<file path="config.mk">
export PLATFORM = sky130hd
export DESIGN_NAME = axilite_cmd_master
export DESIGN_NICKNAME = d
export VERILOG_FILES = /design/src/rtl/axilite_pkg.sv /design/src/rtl/axilite_cmd_master.sv
export SDC_FILE = /design/constraint.sdc
export NUM_CORES = 1
export LEC_CHECK = 0
export ABC_AREA = 1
export CORE_ASPECT_RATIO = 0.9
export CORE_MARGIN = 2
export CORE_UTILIZATION = 37
export DETAILED_ROUTE_END_ITERATION = 16
export PLACE_DENSITY = 0.82
export SYNTH_ARGS = -nofsm -noshare
export SYNTH_HDL_FRONTEND = slang
export SYNTH_SLANG_ARGS = --single-unit
</file>
<file path="constraint.sdc">
create_clock -name clk -period 1.47 [get_ports clk]
set_clock_uncertainty 0.05 [all_clocks]
set_input_delay 0.294 -clock clk [delete_from_list [all_inputs] [get_ports clk]]
set_output_delay 0.294 -clock clk [all_outputs]
set_load 0.1 [all_outputs]
</file>
<file path="src/rtl/axilite_pkg.sv">
// Shared AXI4-Lite types: response codes and the command-master state encoding.
// Imported by the master, the SRAM controller and the verification environment.
package axilite_pkg;

    typedef enum logic [1:0] {
        OKAY   = 2'b00,
        EXOKAY = 2'b01,
        SLVERR = 2'b10,
        DECERR = 2'b11
    } resp_t;

    typedef enum logic [2:0] {
        IDLE,
        WR_AW_W,
        WR_B,
        RD_AR,
        RD_R,
        RSP
    } mst_state_t;

endpackage

</file>
<file path="src/rtl/axilite_cmd_master.sv">
// AXI4-Lite master: one read/write command in flight; response 3 cycles after command handshake with a zero-wait slave.
// Backpressure: cmd_ready only in IDLE; waits indefinitely on the slave; response held stable until rsp_ready.
module axilite_cmd_master
    import axilite_pkg::*;
#(
    parameter int ADDR_W = 32,
    parameter int DATA_W = 32
) (
    input  logic                clk,
    input  logic                rst_n,
    input  logic                cmd_valid,
    output logic                cmd_ready,
    input  logic                cmd_write,
    input  logic [ADDR_W-1:0]   cmd_addr,
    input  logic [DATA_W-1:0]   cmd_wdata,
    input  logic [DATA_W/8-1:0] cmd_wstrb,
    output logic                rsp_valid,
    input  logic                rsp_ready,
    output logic                rsp_write,
    output logic [DATA_W-1:0]   rsp_rdata,
    output logic [1:0]          rsp_resp,
    output logic [ADDR_W-1:0]   m_axi_awaddr,
    output logic                m_axi_awvalid,
    input  logic                m_axi_awready,
    output logic [DATA_W-1:0]   m_axi_wdata,
    output logic [DATA_W/8-1:0] m_axi_wstrb,
    output logic                m_axi_wvalid,
    input  logic                m_axi_wready,
    input  logic                m_axi_bvalid,
    input  logic [1:0]          m_axi_bresp,
    output logic                m_axi_bready,
    output logic [ADDR_W-1:0]   m_axi_araddr,
    output logic                m_axi_arvalid,
    input  logic                m_axi_arready,
    input  logic                m_axi_rvalid,
    input  logic [DATA_W-1:0]   m_axi_rdata,
    input  logic [1:0]          m_axi_rresp,
    output logic                m_axi_rready
);

    mst_state_t        state, state_nxt;
    logic [ADDR_W-1:0] addr_q;
    logic              aw_done, w_done;
    logic              cmd_hs, aw_hs, w_hs, b_hs, r_hs;

    // All handshake outputs decode registered state only, so no valid ever follows a ready combinationally.
    assign cmd_ready     = rst_n && (state == IDLE);
    assign m_axi_awvalid = (state == WR_AW_W) && !aw_done;
    assign m_axi_wvalid  = (state == WR_AW_W) && !w_done;
    assign m_axi_bready  = (state == WR_B);
    assign m_axi_arvalid = (state == RD_AR);
    assign m_axi_rready  = (state == RD_R);
    assign rsp_valid     = (state == RSP);
    assign m_axi_awaddr  = addr_q;
    assign m_axi_araddr  = addr_q;

    assign cmd_hs = cmd_valid && cmd_ready;
    assign aw_hs  = m_axi_awvalid && m_axi_awready;
    assign w_hs   = m_axi_wvalid && m_axi_wready;
    assign b_hs   = m_axi_bvalid && m_axi_bready;
    assign r_hs   = m_axi_rvalid && m_axi_rready;

    always_ff @(posedge clk) begin
        if (!rst_n) begin
            state <= IDLE;
        end else begin
            state <= state_nxt;
        end
    end

    always_comb begin
        state_nxt = state;
        case (state)
            IDLE:    if (cmd_hs) state_nxt = cmd_write ? WR_AW_W : RD_AR;
            WR_AW_W: if ((aw_done || aw_hs) && (w_done || w_hs)) state_nxt = WR_B;
            WR_B:    if (b_hs) state_nxt = RSP;
            RD_AR:   if (m_axi_arready) state_nxt = RD_R;
            RD_R:    if (r_hs) state_nxt = RSP;
            RSP:     if (rsp_ready) state_nxt = IDLE;
            default: state_nxt = IDLE;
        endcase
    end

    always_ff @(posedge clk) begin
        if (!rst_n) begin
            addr_q      <= '0;
            m_axi_wdata <= '0;
            m_axi_wstrb <= '0;
            rsp_write   <= 1'b0;
            rsp_rdata   <= '0;
            rsp_resp    <= 2'b00;
            aw_done     <= 1'b0;
            w_done      <= 1'b0;
        end else begin
            if (cmd_hs) begin
                addr_q      <= cmd_addr;
                m_axi_wdata <= cmd_wdata;
                m_axi_wstrb <= cmd_wstrb;
                rsp_write   <= cmd_write;
                rsp_rdata   <= '0;
                rsp_resp    <= 2'b00;
                aw_done     <= 1'b0;
                w_done      <= 1'b0;
            end
            if (aw_hs) aw_done <= 1'b1;
            if (w_hs)  w_done  <= 1'b1;
            if (b_hs)  rsp_resp <= m_axi_bresp;
            // Read data is returned even with an error response.
            if (r_hs) begin
                rsp_rdata <= m_axi_rdata;
                rsp_resp  <= m_axi_rresp;
            end
        end
    end

endmodule

</file>
==> results of run 1 <==
## cell usage after synthesis
cell type / count / share of area [%]
a21oi_1: 40 / 4.7
a21oi_2: 1 / 0.21
buf_2: 19 / 2.2
buf_4: 36 / 6.4
buf_6: 1 / 0.27
clkbuf_1: 11 / 0.98
dfxtp_1: 108 / 51
inv_1: 13 / 1.2
inv_2: 4 / 0.35
nand2_1: 190 / 17
nand2_2: 1 / 0.15
nand2_4: 1 / 0.27
nand3_1: 109 / 13
nand4_1: 1 / 0.15
nor2_1: 12 / 1.1
nor2_2: 2 / 0.30
nor2_4: 2 / 0.53
o21ai_0: 1 / 0.12
o21bai_1: 1 / 0.18
or2_2: 1 / 0.15
## registers in the layout, summed over array words and instances, names as in the netlist
name / flops
rsp_resp: 2
aw_done: 1
m_axi_wdata: 32
m_axi_araddr: 32
w_done: 1
state: 3
rsp_write: 1
rsp_rdata: 32
m_axi_wstrb: 4
## power by group
part	total, uW	switching, uW	internal (uW)
logic	11900	7470	4420
registers	4310	794	3520
clock network	2440	1110	1330
## through the flow
| step | util (%) | power (uW) | cell area (um^2) | hold slack [ns] |
|---|---|---|---|---|
| final | 85.5 | 18600 | 9660 | 0.406 |
| after global routing | 85.5 | 19200 | 9660 | 0.422 |
| after CTS | 78.6 | 17600 | 8880 | 0.373 |
| after detailed placement | 73.4 | 14700 | 8300 | 0.446 |
| after global placement | 73.4 | 14500 | 8300 | 0.439 |
| after floorplan | - | 10700 | 4330 | 0.354 |
## cells by family after synthesis
group	synth area share [%]
DFF	51.1
buffers and inverters	11.4
AOI/OAI and AO/OA	5.23
and+or+nand+nor	32.3
## worst max-delay path: cells and delay by family, from the launching register on
family | cells | cell delay, ns
buffers and inverters | 3 | 0.52
DFF | 1 | 0.37
AOI/OAI and AO/OA | 1 | 0.07
and+or+nand+nor | 4 | 0.53
## layout make-up
| class | instances | area (um^2) |
|---|---|---|
| Sequential cell | 108 | 2210 |
| Fill cell | 536 | 1640 |
| Timing Repair Buffer | 309 | 4810 |
| Tap cell | 156 | 195 |
| Clock buffer | 11 | 233 |
| Clock inverter | 5 | 60.1 |
| Multi-Input combinational cell | 362 | 2030 |
| Inverter | 17 | 110 |
## metal layers
metal	part of all wire, %	up-vias
met5	0	-
met4	4.5	0
met3	9.1	67
met2	52	299
met1	34	2414
li1	-	2266
## final timing paths
check / slack (ns) / endpoint / cells after the start / from
setup / recovery: -0.23 / rsp_rdata[10] / 8 / state[0]
hold / removal: 0.41 / state[0] / 4 / rst_n
setup reg to reg: -0.23 / rsp_rdata[10] / 8 / state[0]
hold reg to reg: 0.46 / m_axi_wdata[17] / 2 / m_axi_wdata[17]
## timing repair
item	4_1_cts	5_1_grt
gates resized for setup	37	98
gates cloned	3	13
endpoints found under the setup margin	50	77
setup buffers	8	10
endpoints found under the hold margin	0	0
pin swaps	15	26
hold buffers	0	0
==> flow_results.org, run 1 <==
** Status
- The run finished, with violations left.
- The final reports fail on negative setup slack.

** Clock network
- TritonCTS built the clock tree.
- The tree is rooted in a clkbuf_16.
- Number of H-tree levels :: 3
- Clock-pin slew of the registers on the worst-case setup and hold paths :: approximately 0.070 ns
- Clock tree buffer depth :: 2
- CTS saw between 100 and 150 sinks.
- TritonCTS created 9 clock buffers.
- Insertion delay to the later sink of the worst-skew pair :: 0.33 ns

** Pwr
- Power per unit of standard cell area :: between 1500 and 2000 nW/um^2
- Worst-case vdd ir drop :: 0.997 mV
- Reported leakage power :: a little over 0.004 uW

** Die
- Number of top-level pins :: 256
- Once the floorplan was initialized, standard cells occupied between 30 and 40% of the core.
- FP Rows :: 37
- Measured along the y axis, the die boundary spans approximately 110 um.
- The floorplan step defined a core boundary enclosing between 10000 and 15000 um^2.
- Die Wd :: about 120 um
- The die covers roughly 12000 um^2.

** Place
- Buffers placed on the I/O ports in this run total between 200 and 300.
- Setup slack at placement :: -0.213 ns
- HPWL after detailed placement :: ~12000 um
- At the end of routability-driven placement, the weighted congestion stood at roughly 0.83.
- Placed cells :: around 920

** Synth
- After technology mapping, the gate count stands at 554.
- Synth Cell Area :: around 4200 um^2
- The number of different library cells used by synthesis comes to 20.
- Of the synthesized area, sequential elements account for ~50%.
- Number of nets in the synthesized netlist :: approximately 670
- The synthesized design contains around 110 register bits.
- Average cell area after synthesis :: 7.64 um^2
- Warning count from the yosys run :: 0

** Setup path
- In this run the worst path has a maximum fanout of 7.
- The critical path goes through nor2_4 > nand2_2 > buf_6 > nor2_4 > clkinv_4 > clkbuf_16 > nand3_2 > a21oi_1.
- STA classifies the critical path startpoint as a flip-flop.
- Critical path's most frequent cell :: nor2_4
- Data required, critical path :: roughly 1.6 ns
- Data arrival time of the worst path :: between 1.5 and 2 ns
- On the worst path, the slowest cell contributes a delay of between 0.3 and 0.4 ns.
- STA classifies the critical path endpoint as a flip-flop.
- The critical path is of the reg2reg type.
- The slowest stage of the critical path belongs to the cell dfxtp_4.

** Timing
- Setup violations remaining at the end of the flow were counted as around 120.
- Measured against its own limit, the worst slew margin works out to 62.8%.
- Final slew viol count :: 0
- The hold violation count in the final report was 0.
- Static timing analysis puts the maximum clock frequency at about 0.6 GHz.
- Fin Setup TNS :: -11.82 ns
- Setup slack on the critical path of the routed design comes to -0.225 ns.
- Crit share post-route :: 115%
- Setup repair after global routing could not meet its margin everywhere.
- Crit path time final :: 1.70 ns
- At the pin with the least slew margin, the transition time is around 0.56 ns.

** Layout
- The library cell used most frequently in the layout, excluding fill and tap cells, is nand2_1.
- The repair_antennas step left the layout with diodes totalling 0.
- Share of layout cells above drive strength 1 :: between 40% and 50%
- Number of nets at the end of the flow :: just over 900
- The library cells used most frequently in the layout, excluding fill and tap cells, are nand2_1, buf_12, clkdlybuf4s50_1.
- The area growth from synthesis to layout is 128%.
- Excluding fillers, the count of instances in the completed layout stands at just under 1000.

** GRT
- Largest net degree at the start of global routing :: between 60 and 70
- Number of global-route vias before repair :: ~5000
- In this run the most used layer during global routing was met2.
- Global routing used 9.14% of the available met3 tracks.
- GR Layer Usage met1 :: 27.0%
- In the global route stage, met2 resource usage came out at between 40% and 50%.
- Summed over all layers, the global routing overflow is 0.
- The first global-routing pass estimated around 25000 um of wire.
- Antenna violations before repair :: 0
- Global routing used about a quarter of the available tracks.

** Drt
- Total via count after detailed routing :: ~5000
- After detailed routing, the number of vias per cell comes to between 5 and 6.
- After detailed routing, the average wire length per cell comes to just over 20 um.
- Before antenna repair, the detailed router went through 5 iterations.
- In this run the remaining antenna-violating nets after routing total 0.
- After detailed routing, the number of remaining DRC violations is 0.
- WL final :: between 15000 and 20000 um
- Initial DRC Count :: about 340

** Job
- Number of max-cap violations :: 0

** Worst hold path
- Class of the most critical hold timing path :: in2reg
(Power assumes the default switching activity.)
==> run 2, diff against run 1 <==
- ABC_AREA: 1 -> not set
==> flow_results.org, run 2 <==
** Setup path
- The critical path data arrival time was 2.00 ns (was 1.85 ns).
- The critical path's top delay family is simple AND/OR/NAND/NOR gates (unchanged).
- Buffers plus inverters on the worst setup path :: 4 (was 3)
- Length in cells of the worst reg-to-reg path :: 8 (unchanged)
- Cell with the biggest individual delay on the critical path :: dfxtp_4 (unchanged)
- CP Launch Type :: flip-flop (unchanged)
- The number of logic stages on the critical path including buffering is 8 (unchanged).
- Cells along the critical path: buf_6 > nor3b_4 > buf_4 > and2_4 > buf_8 > buf_12 > a22oi_2 > nor2b_1 (was nor2_4 > nand2_2 > buf_6 > nor2_4 > clkinv_4 > clkbuf_16 > nand3_2 > a21oi_1).
- The endpoint required time on the critical path came to 1.66 ns (was 1.62 ns).
- Classification of the worst setup path :: reg2reg (unchanged)
- Crit path largest cell delay :: 0.37 ns (about the same)
- The kind of capture point of the worst setup path is a flip-flop (unchanged).
- The highest net fanout along the worst path came to 5 (was 7).

** Worst hold path
- Number of instances on the worst hold path :: 3 (was 4)
- Class of the most critical hold timing path :: in2reg (unchanged)

** Clock network
- Count of hold-fix buffers inserted at cts :: 0 (unchanged)
- The CTS tree was yes (unchanged).
- Number of H-tree levels :: 3 (unchanged)
- The clock-pin slew on the worst setup and hold paths is 0.08 ns (was 0.07 ns).
- The clock tree root driver cell was clkbuf_16 (unchanged).
- Insertion delay to the later sink of the worst-skew pair :: 0.34 ns (was 0.33 ns)
- Clock tree buffer depth :: 2 (unchanged)
- Num CTS Buffers :: 9 (unchanged)
- Clk sink count :: 108 (unchanged)

** Synth
- Most frequent cell after synthesis :: nand2_1 (unchanged)
- Post-synthesis register bit count :: 108 (unchanged)
- The sequential share of the synthesized area was 50.9% (was 51.1%).
- Warning count from the yosys run :: 0 (unchanged)
- The number of enable-type register cells in the synthesized netlist is 0 (unchanged).
- Top-area cell type share of the netlist area :: 50.9% (was 51.1%)
- The dominant synthesized flop cell is dfxtp_1 (unchanged).
- The number of standard cells after synthesis is 497 (was 554).
- Post-synthesis async set-or-reset flop share :: 0% (unchanged)
- Average cell area after synthesis :: 8.55 um^2 (was 7.64 um^2)
- Most common library cells after synthesis: nand2_1, dfxtp_1, nand3_1, buf_4, nor2b_1 (was nand2_1, nand3_1, dfxtp_1, a21oi_1, buf_4).
- Number of nets in the synthesized netlist :: 611 (was 668)
- The distinct cell type count after synthesis came to 32 (was 20).
- Cell types occupying the most area after synthesis: dfxtp_1, nand2_1, nand3_1 (unchanged).
- The synthesized area was 4250 um^2 (was 4230 um^2).
- Dominant cell type by area after synthesis :: dfxtp_1 (unchanged)

** Die
- The top-level port count is 256 (unchanged).
- Die H :: 106 um (was 105 um)
- FP Rows :: 37 (unchanged)
- Initial Utilization :: 37.6% (was 37.5%)
- Overall die area :: 12400 um^2 (was 12300 um^2)
- Die Wd :: 117 um (about the same)
- Core area :: 11300 um^2 (unchanged)

** Timing
- Fin Setup TNS :: -26.51 ns (was -11.82 ns)
- Maximum clock rate :: 0.553 GHz (was 0.590 GHz)
- Crit share post-route :: 123% (was 115%)
- WHS :: 0.428 ns (was 0.406 ns)
- Final hold violation count :: 0 (unchanged)
- Crit path time final :: 1.81 ns (was 1.70 ns)
- The number of setup violations in the final report is 115 (unchanged).
- The actual transition at the worst max-transition pin came to 1.08 ns (was 0.558 ns).
- Final slew viol count :: 0 (unchanged)
- The final worst slack is -0.338 ns (was -0.225 ns).
- Relative slew slack :: 27.8% (was 62.8%)
- Setup repair after global routing missed its margin: yes (unchanged).

** Layout
- The area used by multi-input combinational logic was 2470 um^2 (was 2030 um^2).
- The number of nets in the layout came to 881 (was 921).
- Synthesis-to-layout area growth :: 140% (was 128%)
- The fill cell instance count of the final layout is 424 (was 536).
- Leading cell types in the layout, fill and taps excluded: buf_12, nand2_1, clkdlybuf4s50_1 (was nand2_1, buf_12, clkdlybuf4s50_1).
- The count of inserted antenna diode cells is 0 (unchanged).
- Most common library cell in the layout ignoring fill and taps :: buf_12 (was nand2_1)
- Share of layout cells above drive strength 1 :: 53.0% (was 42.1%)
- Total area of sequential cells :: 2210 um^2 (unchanged)

** GRT
- The initial antenna violation count was 0 (unchanged).
- GR Util All Layers :: 33.3% (was 25.8%)
- The global-route wire length before repair is 30800 um (was 24900 um).
- The pin count of the biggest net entering global routing was 87 (was 65).
- The remaining global-route overflow came to 0 (unchanged).
- Number of global-route vias before repair :: 5389 (was 4929)

** Drt
- The via count was 5002 (was 5046).
- Number of nets still failing antenna checks after routing :: 0 (unchanged)
- Initial DRC Count :: 425 (was 337)
- The routed length per instance came to 24.6 um (was 20.5 um).
- The final routed wirelength across all metal layers came to 22800 um (was 19900 um).
- Length of the first detailed-routing pass in iterations :: 4 (was 5)
- Total DRC errors in the routed layout :: 0 (unchanged)
- The number of vias per cell came to 5.39 (was 5.21).

** Job
- Number of max-cap violations :: 0 (unchanged)

** Status
- Violated checks: negative setup slack (unchanged).
- Result of the run :: finished with violations (unchanged)

** Place
- Routability-driven placement congestion ratio :: 0.822 (was 0.831)
- HPWL after detailed placement :: 11400 um (was 11800 um)
- The count of input and output buffers is 255 (unchanged).

** Pwr
- The reported leakage power was 0.00404 uW (about the same).
- The worst vdd rail ir drop came to 1.40 mV (was 0.997 mV).
- The power density normalized to cell area is 1910 nW/um^2 (was 1930 nW/um^2).
[run 2: logic make-up (layout without fill, tap and decap cells)]
family	after synthesis	in the layout	share of synthesized area, %
buffers and inverters	71	343	10.5
AND/OR/NAND/NOR	267	270	29.5
AO/OA/AOI/OAI	49	49	8.60
multiplexers	2	2	0.471
flip-flops	108	108	50.9
[run 2: metal layers]
| layer | routed length [um] | up-vias | track usage (%) | share of wire [%] |
|---|---|---|---|---|
| li1 | - | 2163 | - | - |
| met1 | 7770 | 2430 | 34.5 | 34 |
| met2 | 12000 | 325 | 60.3 | 53 |
| met3 | 1860 | 84 | 9.26 | 8.2 |
| met4 | 1110 | 0 | 17.1 | 4.9 |
| met5 | 0 | - | 0 | 0 |
[run 2: where the power goes]
| group | internal [uW] | total, uW | switching (uW) |
|---|---|---|---|
| clock | 1180 | 2380 | 1200 |
| sequential | 3520 | 4460 | 939 |
| combinational | 4840 | 12600 | 7770 |
| total | 9540 | 19500 | 9910 |
[run 2: final cells by class]
type	instances	share of cell area, %
Sequential cell	108	21.7
Tap cell	156	1.92
Clock inverter	7	0.626
Timing Repair Buffer	325	49.2
Multi-Input combinational cell	321	24.2
Clock buffer	9	2.21
Inverter	2	0.0737
[run 2: per-stage QoR]
step	instance area, um^2	worst slack (ns)	cells	total power, uW	utilization, %
2_1_floorplan	4350	-0.924	497	10900	-
3_3_place_gp	8240	-0.219	856	14600	72.9
3_5_place_dp	8240	-0.364	856	14800	72.9
4_1_cts	9810	-0.249	914	18700	86.9
5_1_grt	10200	-0.384	928	19900	90.2
6_report	10200	-0.338	928	19500	90.2
[run 2: worst reg2reg max path: stages, from the launching register on]
cell and delay [ns]:
dfxtp_4 0.37, buf_6 0.13, nor3b_4 0.23, buf_4 0.14
and2_4 0.20, buf_8 0.14, buf_12 0.12, a22oi_2 0.08
nor2b_1 0.25
[run 2: path summary, 6_finish.rpt]
check / startpoint / to / slack [ns]
worst min-delay path: rst_n / rsp_rdata[14] / 0.43
worst max-delay path: state[0] / rsp_rdata[22] / -0.34
worst max register to register: state[0] / rsp_rdata[22] / -0.34
worst min register to register: m_axi_wstrb[1] / m_axi_wstrb[1] / 0.43
[run 2: repair_timing]
item                       4_1_cts  5_1_grt
buffers inserted                24       25
resized for setup              129       91
cloned                          18        4
pin swaps                       78       76
setup endpoints to repair      112      115
